## config.mk

```make
export PLATFORM = sky130hd
export DESIGN_NAME = pool_window_gather
export DESIGN_NICKNAME = d
export VERILOG_FILES = /design/src/rtl/pool_window_gather_pkg.sv /design/src/rtl/pool_window_regfile.sv /design/src/rtl/pool_window_gather.sv
export SDC_FILE = /design/constraint.sdc
export NUM_CORES = 1
export LEC_CHECK = 0
export ABC_AREA = 0
export BUFFER_PORTS_ARGS = -buffer_cell sky130_fd_sc_hd__buf_2
export CELL_PAD_IN_SITES_DETAIL_PLACEMENT = 1
export CELL_PAD_IN_SITES_GLOBAL_PLACEMENT = 1
export CORE_MARGIN = 4
export CORE_UTILIZATION = 35
export CTS_CLUSTER_SIZE = 25
export DETAILED_ROUTE_END_ITERATION = 16
export PLACE_DENSITY_LB_ADDON = 0.1
export SYNTH_ARGS = -nofsm -noshare
export SYNTH_HDL_FRONTEND = slang
export SYNTH_SLANG_ARGS = --single-unit
```

## constraint.sdc

```tcl
create_clock -name clock -period 2.8 [get_ports clock]
set_clock_uncertainty 0.2 [all_clocks]
set_input_delay 0.28 -clock clock [delete_from_list [all_inputs] [get_ports clock]]
set_output_delay 0.28 -clock clock [all_outputs]
set_load 0.02 [all_outputs]
```

## src/rtl/pool_window_gather_pkg.sv

```systemverilog
// Shared geometry for the pooling front end: default network dimensions and the
// helpers that size counters and indices from them.
package pool_window_gather_pkg;

  localparam int NN_WIDTH_DEF   = 8;
  localparam int POOL_DIM_DEF   = 2;
  localparam int IMG_WIDTH_DEF  = 28;
  localparam int IMG_HEIGHT_DEF = 28;

  // Bits needed to address n items (at least one bit).
  function automatic int idx_bits(input int n);
    return (n > 1) ? $clog2(n) : 1;
  endfunction

  // Bits needed to hold the value n itself, so limits compare without truncation.
  function automatic int cnt_bits(input int n);
    return (n > 0) ? $clog2(n + 1) : 1;
  endfunction

  function automatic int num_windows(input int img_width, input int pool_dim);
    return img_width / pool_dim;
  endfunction

  function automatic int num_bands(input int img_height, input int pool_dim);
    return img_height / pool_dim;
  endfunction

endpackage

```

## src/rtl/pool_window_regfile.sv

```systemverilog
// Bank of window registers, one per horizontal window position, each holding a full
// POOL_DIM x POOL_DIM neighbourhood; written one slot at a time, read combinationally.
module pool_window_regfile
  import pool_window_gather_pkg::*;
#(
  parameter int NN_WIDTH = NN_WIDTH_DEF,
  parameter int POOL_DIM = POOL_DIM_DEF,
  parameter int NUM_WIN  = 14,
  localparam int NH        = POOL_DIM * POOL_DIM,
  localparam int VEC_W     = NH * NN_WIDTH,
  localparam int WIN_BITS  = idx_bits(NUM_WIN),
  localparam int SLOT_BITS = idx_bits(NH)
) (
  input  logic                 clock,
  input  logic                 reset,
  input  logic                 wr_en_i,
  input  logic [WIN_BITS-1:0]  wr_win_i,
  input  logic [SLOT_BITS-1:0] wr_slot_i,
  input  logic [NN_WIDTH-1:0]  wr_data_i,
  input  logic [WIN_BITS-1:0]  rd_win_i,
  output logic [VEC_W-1:0]     rd_data_o
);

  logic [VEC_W-1:0] win_q [NUM_WIN];

  always_ff @(posedge clock or negedge reset) begin
    if (!reset) begin
      for (int i = 0; i < NUM_WIN; i++) begin
        win_q[i] <= '0;
      end
    end else if (wr_en_i) begin
      win_q[wr_win_i][wr_slot_i*NN_WIDTH +: NN_WIDTH] <= wr_data_i;
    end
  end

  assign rd_data_o = win_q[rd_win_i];

endmodule

```

## src/rtl/pool_window_gather.sv

```systemverilog
// Gathers a raster pixel stream into non-overlapping POOL_DIM x POOL_DIM windows for the
// pooling stage. Defining POOL_WIN_INDEX_EN adds the nh_index output (raster window index).
module pool_window_gather
  import pool_window_gather_pkg::*;
#(
  parameter int NN_WIDTH   = NN_WIDTH_DEF,
  parameter int POOL_DIM   = POOL_DIM_DEF,
  parameter int IMG_WIDTH  = IMG_WIDTH_DEF,
  parameter int IMG_HEIGHT = IMG_HEIGHT_DEF,
  localparam int NH        = POOL_DIM * POOL_DIM,
  localparam int VEC_W     = NH * NN_WIDTH,
  localparam int NUM_WIN   = num_windows(IMG_WIDTH, POOL_DIM),
  localparam int NUM_BANDS = num_bands(IMG_HEIGHT, POOL_DIM),
  localparam int IDX_BITS  = idx_bits(NUM_WIN * NUM_BANDS)
) (
  input  logic                clock,
  input  logic                reset,
  input  logic [NN_WIDTH-1:0] pixel_in,
  input  logic                pixel_valid,
  input  logic                pixel_sof,
  output logic [VEC_W-1:0]    nh_vector,
  output logic                nh_valid,
  output logic                frame_done
`ifdef POOL_WIN_INDEX_EN
  ,
  output logic [IDX_BITS-1:0] nh_index
`endif
);

  localparam int USED_COLS = NUM_WIN * POOL_DIM;
  localparam int USED_ROWS = NUM_BANDS * POOL_DIM;
  localparam int COL_BITS  = cnt_bits(IMG_WIDTH);
  localparam int ROW_BITS  = cnt_bits(IMG_HEIGHT);
  localparam int WIN_BITS  = idx_bits(NUM_WIN);
  localparam int SLOT_BITS = idx_bits(NH);

  logic [COL_BITS-1:0]  col_q, col_d, col_eff, col_ph;
  logic [ROW_BITS-1:0]  row_q, row_d, row_eff, row_ph;
  logic [VEC_W-1:0]     nh_vector_q, nh_vector_d;
  logic                 nh_valid_q, nh_valid_d;
  logic                 frame_done_q, frame_done_d;
  logic                 col_last, row_last, in_range, wr_en, emit;
  logic [WIN_BITS-1:0]  win_sel;
  logic [SLOT_BITS-1:0] slot_sel;
  logic [VEC_W-1:0]     rd_data, merged;

  // A start-of-frame pixel is placed at (0,0) no matter where the counters are.
  always_comb begin
    col_eff  = pixel_sof ? '0 : col_q;
    row_eff  = pixel_sof ? '0 : row_q;
    col_ph   = col_eff % COL_BITS'(POOL_DIM);
    row_ph   = row_eff % ROW_BITS'(POOL_DIM);
    col_last = (col_eff == COL_BITS'(IMG_WIDTH - 1));
    row_last = (row_eff == ROW_BITS'(IMG_HEIGHT - 1));
    in_range = (col_eff < COL_BITS'(USED_COLS)) && (row_eff < ROW_BITS'(USED_ROWS));
    win_sel  = WIN_BITS'(col_eff / COL_BITS'(POOL_DIM));
    slot_sel = SLOT_BITS'(row_ph) * SLOT_BITS'(POOL_DIM) + SLOT_BITS'(col_ph);
    wr_en    = pixel_valid && in_range;
    emit     = wr_en && (col_ph == COL_BITS'(POOL_DIM - 1))
                     && (row_ph == ROW_BITS'(POOL_DIM - 1));
  end

  pool_window_regfile #(
    .NN_WIDTH (NN_WIDTH),
    .POOL_DIM (POOL_DIM),
    .NUM_WIN  (NUM_WIN)
  ) u_regfile (
    .clock     (clock),
    .reset     (reset),
    .wr_en_i   (wr_en),
    .wr_win_i  (win_sel),
    .wr_slot_i (slot_sel),
    .wr_data_i (pixel_in),
    .rd_win_i  (win_sel),
    .rd_data_o (rd_data)
  );

  // The completing pixel bypasses storage so the window leaves one cycle after acceptance.
  always_comb begin
    merged = rd_data;
    merged[slot_sel*NN_WIDTH +: NN_WIDTH] = pixel_in;
  end

  always_comb begin
    col_d        = col_q;
    row_d        = row_q;
    nh_vector_d  = nh_vector_q;
    nh_valid_d   = 1'b0;
    frame_done_d = 1'b0;
    if (pixel_valid) begin
      if (col_last) begin
        col_d = '0;
        row_d = row_last ? '0 : row_eff + ROW_BITS'(1);
      end else begin
        col_d = col_eff + COL_BITS'(1);
        row_d = row_eff;
      end
      nh_valid_d   = emit;
      frame_done_d = col_last && row_last;
      if (emit) begin
        nh_vector_d = merged;
      end
    end
  end

  always_ff @(posedge clock or negedge reset) begin
    if (!reset) begin
      col_q        <= '0;
      row_q        <= '0;
      nh_vector_q  <= '0;
      nh_valid_q   <= 1'b0;
      frame_done_q <= 1'b0;
    end else begin
      col_q        <= col_d;
      row_q        <= row_d;
      nh_vector_q  <= nh_vector_d;
      nh_valid_q   <= nh_valid_d;
      frame_done_q <= frame_done_d;
    end
  end

  assign nh_vector  = nh_vector_q;
  assign nh_valid   = nh_valid_q;
  assign frame_done = frame_done_q;

`ifdef POOL_WIN_INDEX_EN
  logic [IDX_BITS-1:0] nh_index_q, nh_index_d;
  logic [ROW_BITS-1:0] band;

  // Index comes straight from the window position, so it restarts at 0 with every frame.
  always_comb begin
    band       = row_eff / ROW_BITS'(POOL_DIM);
    nh_index_d = nh_index_q;
    if (emit) begin
      nh_index_d = IDX_BITS'(band) * IDX_BITS'(NUM_WIN) + IDX_BITS'(win_sel);
    end
  end

  always_ff @(posedge clock or negedge reset) begin
    if (!reset) begin
      nh_index_q <= '0;
    end else begin
      nh_index_q <= nh_index_d;
    end
  end

  assign nh_index = nh_index_q;
`endif

endmodule

```

==> metrics.md <==
| Metric | Value |
|---|---|
| Critical path type | in -> reg |
| WP data required | about 3 ns |
| Io pins | 46 |
| M3 GR Usage | 3.098% |
| Global-route usage over all layers | 21.40% |
| Share of flip-flops with an asynchronous set or reset | 100.0% |
| Vias in the first global route | around 14k |
| Worst Setup End Kind | flip-flop |
| Clock sinks | 380 |
| Most frequent cells in the layout | dfrtp_1, nand2_1, o21ai_0 |
| Fmax | 0.3672 GHz |
| Met2 GRT Util | between 30% and 40% |
| CTS root buffer | clkbuf_16 |
| Worst R2R Start | col_q[3] |
| Hold Violations, Final | 0 |
| Share of cells above drive strength 1 | 21.68% |
| Worst r2r path cells | 6 |
| Min cycle time layout | about 2.7 ns |
| Maximum net fanout on the critical path | 19 |
| Clk pin slew, worst setup/hold paths | roughly 0.060 ns |
| Die area | ~0.055 sq mm |
| Flop pwr share | 43.2% |
| Core area | just over 0.05 sq mm |
| Port Buffers | 45 |
| # Max-Cap Violations | 0 |
| Synth warn | 0 |
| WP data arrival | 2.98 ns |
| Critical Path Max Stage Delay | 0.55 ns |
| CTS Buffer Depth | 3 |
| Post-Syn Instances | 1694 |
| Commonest non-fill, non-tap cell in the layout | dfrtp_1 |
| Initial DRT Pass Iterations | 5 |
| Die Wd | roughly 230 um |
| Max-slew violation count | 0 |
| Pwr/cell area | 687.9 mW/mm^2 |
| Die Y | 233.6 um |
| DR DRC count | 0 |
| CTS tree | yes |
| Register bit total from synthesis | 380 |
| Placed Cells | between 2k and 2.5k |
| Row cnt | between 80 and 90 |
| Post-CTS Setup Bufs | 0 |
| Via/cell ratio | roughly 5.4 |
| Status | finished, final reports clean |
| Netlist cell types | 59 |
| RSZ-0062 raised after global routing | no |
| Global placement routability congestion | 0.8345 |
| Slew at the pin closest to its max-slew limit | 0.7769 ns |
| Switching share of power | about 30% |
| Cell Area, Synth | roughly 0.018 sq mm |
| # H-tree levels | 2 |
| Post-synth top flop | dfrtp_1 |
| First-pass GRT wire length | 90020 um |
| Gate power share | approximately 17% |
| R2R Path End | nh_vector[18] |
| Met1 Use GR | between 30% and 40% |
| Largest net degree at the start of global routing | between 80 and 90 |
| Post-DP HPWL | about 40000 um |
| Layout Cells excl Fill | roughly 2.5k |
| DRT Wirelength | between 50000 and 60000 um |
| GR peak layer | met2 |
| Slowest cell on crit path | or4_1 |
| WL/cell | around 23 um |
| DR vias | approximately 13k |
| ANT nets after route | 0 |
| Area leader, netlist | dfrtp_1 |
| CTS Buf Count | 45 |
| Top post-synthesis cells by area | dfrtp_1, mux2_2, mux2i_1 |
| Sw Pwr | approximately 4.2 mW |
| P&R area growth vs syn | 16.78% |
| DR iter-0 viols | about 750 |
| Worst vdd rail ir drop | just under 0.4 mV |
| Worst skew pair latency | between 0.5 and 0.6 ns |
| Clk network pwr share | 40.2% |
| Sequential area share after synthesis | 53.40% |
| Average size of a mapped cell | about 11 sq um |
| Lkg Pwr | just over 9 nW |
| Top cell type's share of synthesized area | 53.40% |
| HP Class | in -> async |
| Total Nets Final | around 1.8k |
| Initial antenna violation count | 2 |
| R2R setup slack | about 0.10 ns |
| WP buf/inv | 4 |
| P_int | just over 10 mW |
| Critical-path cell list | dlygate4sd3_1 > buf_2 > buf_4 > nand4bb_1 > buf_6 > o22ai_1 > or4_1 > a21oi_1 > o21ai_0 |
| Delay-heaviest family, CP | buffers and inverters |
| Initial Utilization | a little over a third |
| Setup crit start kind | input pin |
| Setup ws final | roughly 0.076 ns |
| Pre-CTS setup slack | -0.05845 ns |
| Endpoints failing setup | 0 |
| Post-synth EDFFs | 0 |
| Grt ovf | 0 |
| Max_slew headroom | about half |
| Synth Net Count | around 1.7k |
| Final worst path period share | a little over nine tenths |
worst max-delay path by stage:
stage / depth (start not counted) / start / slack (ns) / end
detailed placement: 8 / pixel_sof / -0.06 / nh_vector[21]
floorplan: 12 / pixel_sof / 0.11 / nh_vector[14]
global placement: 8 / pixel_sof / -0.09 / nh_vector[21]
finish: 9 / pixel_sof / 0.08 / nh_vector[21]
global route: 9 / pixel_sof / 0.02 / nh_vector[21]
CTS: 5 / col_q[4] / 0.02 / u_regfile.win_q[399]
sequential cells by signal, summed over array words and instances (netlist names):
name,count
col_q,5
nh_vector,32
row_q,5
nh_valid,1
frame_done,1
u_regfile.win_q,336
power by group through the flow:
stage	clock [mW]	sequential (mW)	combinational, mW
2_1_floorplan	0	6.32	1.31
3_3_place_gp	0	6.26	2.35
3_5_place_dp	0	6.27	2.38
4_1_cts	5.94	6.18	2.39
5_1_grt	6.17	6.22	2.58
6_report	5.75	6.18	2.38
cells by family (layout without fill, tap and decap cells):
| logic type | Yosys count | in the layout | synth area share [%] |
|---|---|---|---|
| AO/OA/AOI/OAI | 434 | 434 | 14.50 |
| flip-flops | 380 | 380 | 53.40 |
| other | 0 | 1 | 0 |
| AND/OR/NAND/NOR | 486 | 486 | 13.54 |
| buffers and inverters | 148 | 262 | 3.809 |
| adder cells (fa/ha/maj) | 5 | 5 | 0.3513 |
| multiplexers | 241 | 241 | 14.40 |
Yosys cell counts, types with 24 or more instances:
library cell  count
dfrtp_1         380
mux2_2          121
buf_2            55
and2_1           25
o22ai_1          52
o21ai_0         229
mux2i_1         120
clkbuf_1         55
nand2_1         296
a32o_1           25
a21oi_1          61
nand3_1          28
nor2_1           24
layout make-up:
type	instances	area (sq um)
Clock inverter	14	120.1
Fill cell	5523	29480
Tap cell	672	840.8
Sequential cell	380	9515
Multi-Input combinational cell	1166	7621
Clock buffer	68	1323
Antenna cell	1	2.502
Inverter	18	67.56
Timing Repair Buffer	162	1304
per-layer routing:
layer / wire (um) / vias to the layer above
met5: 0 / -
met1: 28180 / 6903
met3: 2075 / 80
met2: 26220 / 207
li1: - / 6218
met4: 1312 / 0
timing repair:
action,CTS,global route
endpoints found under the hold margin,360,0
resized for setup,0,5
setup endpoints to repair,0,71
hold buffers,3,0
per-stage QoR:
step,instance area (sq um),util (%),total power [mW],hold slack [ns],setup TNS (ns)
CTS,20780,41.33,14.51,0.02668,0
global route,20790,41.36,14.98,0.05807,0
finish,20790,41.36,14.30,0.03083,0
global placement,19310,38.40,8.609,0.05372,-0.09131
floorplan,17810,-,7.629,-0.2156,0
detailed placement,19310,38.40,8.655,0.05222,-0.05845
Note: power is estimated with default switching activity, not from simulation.
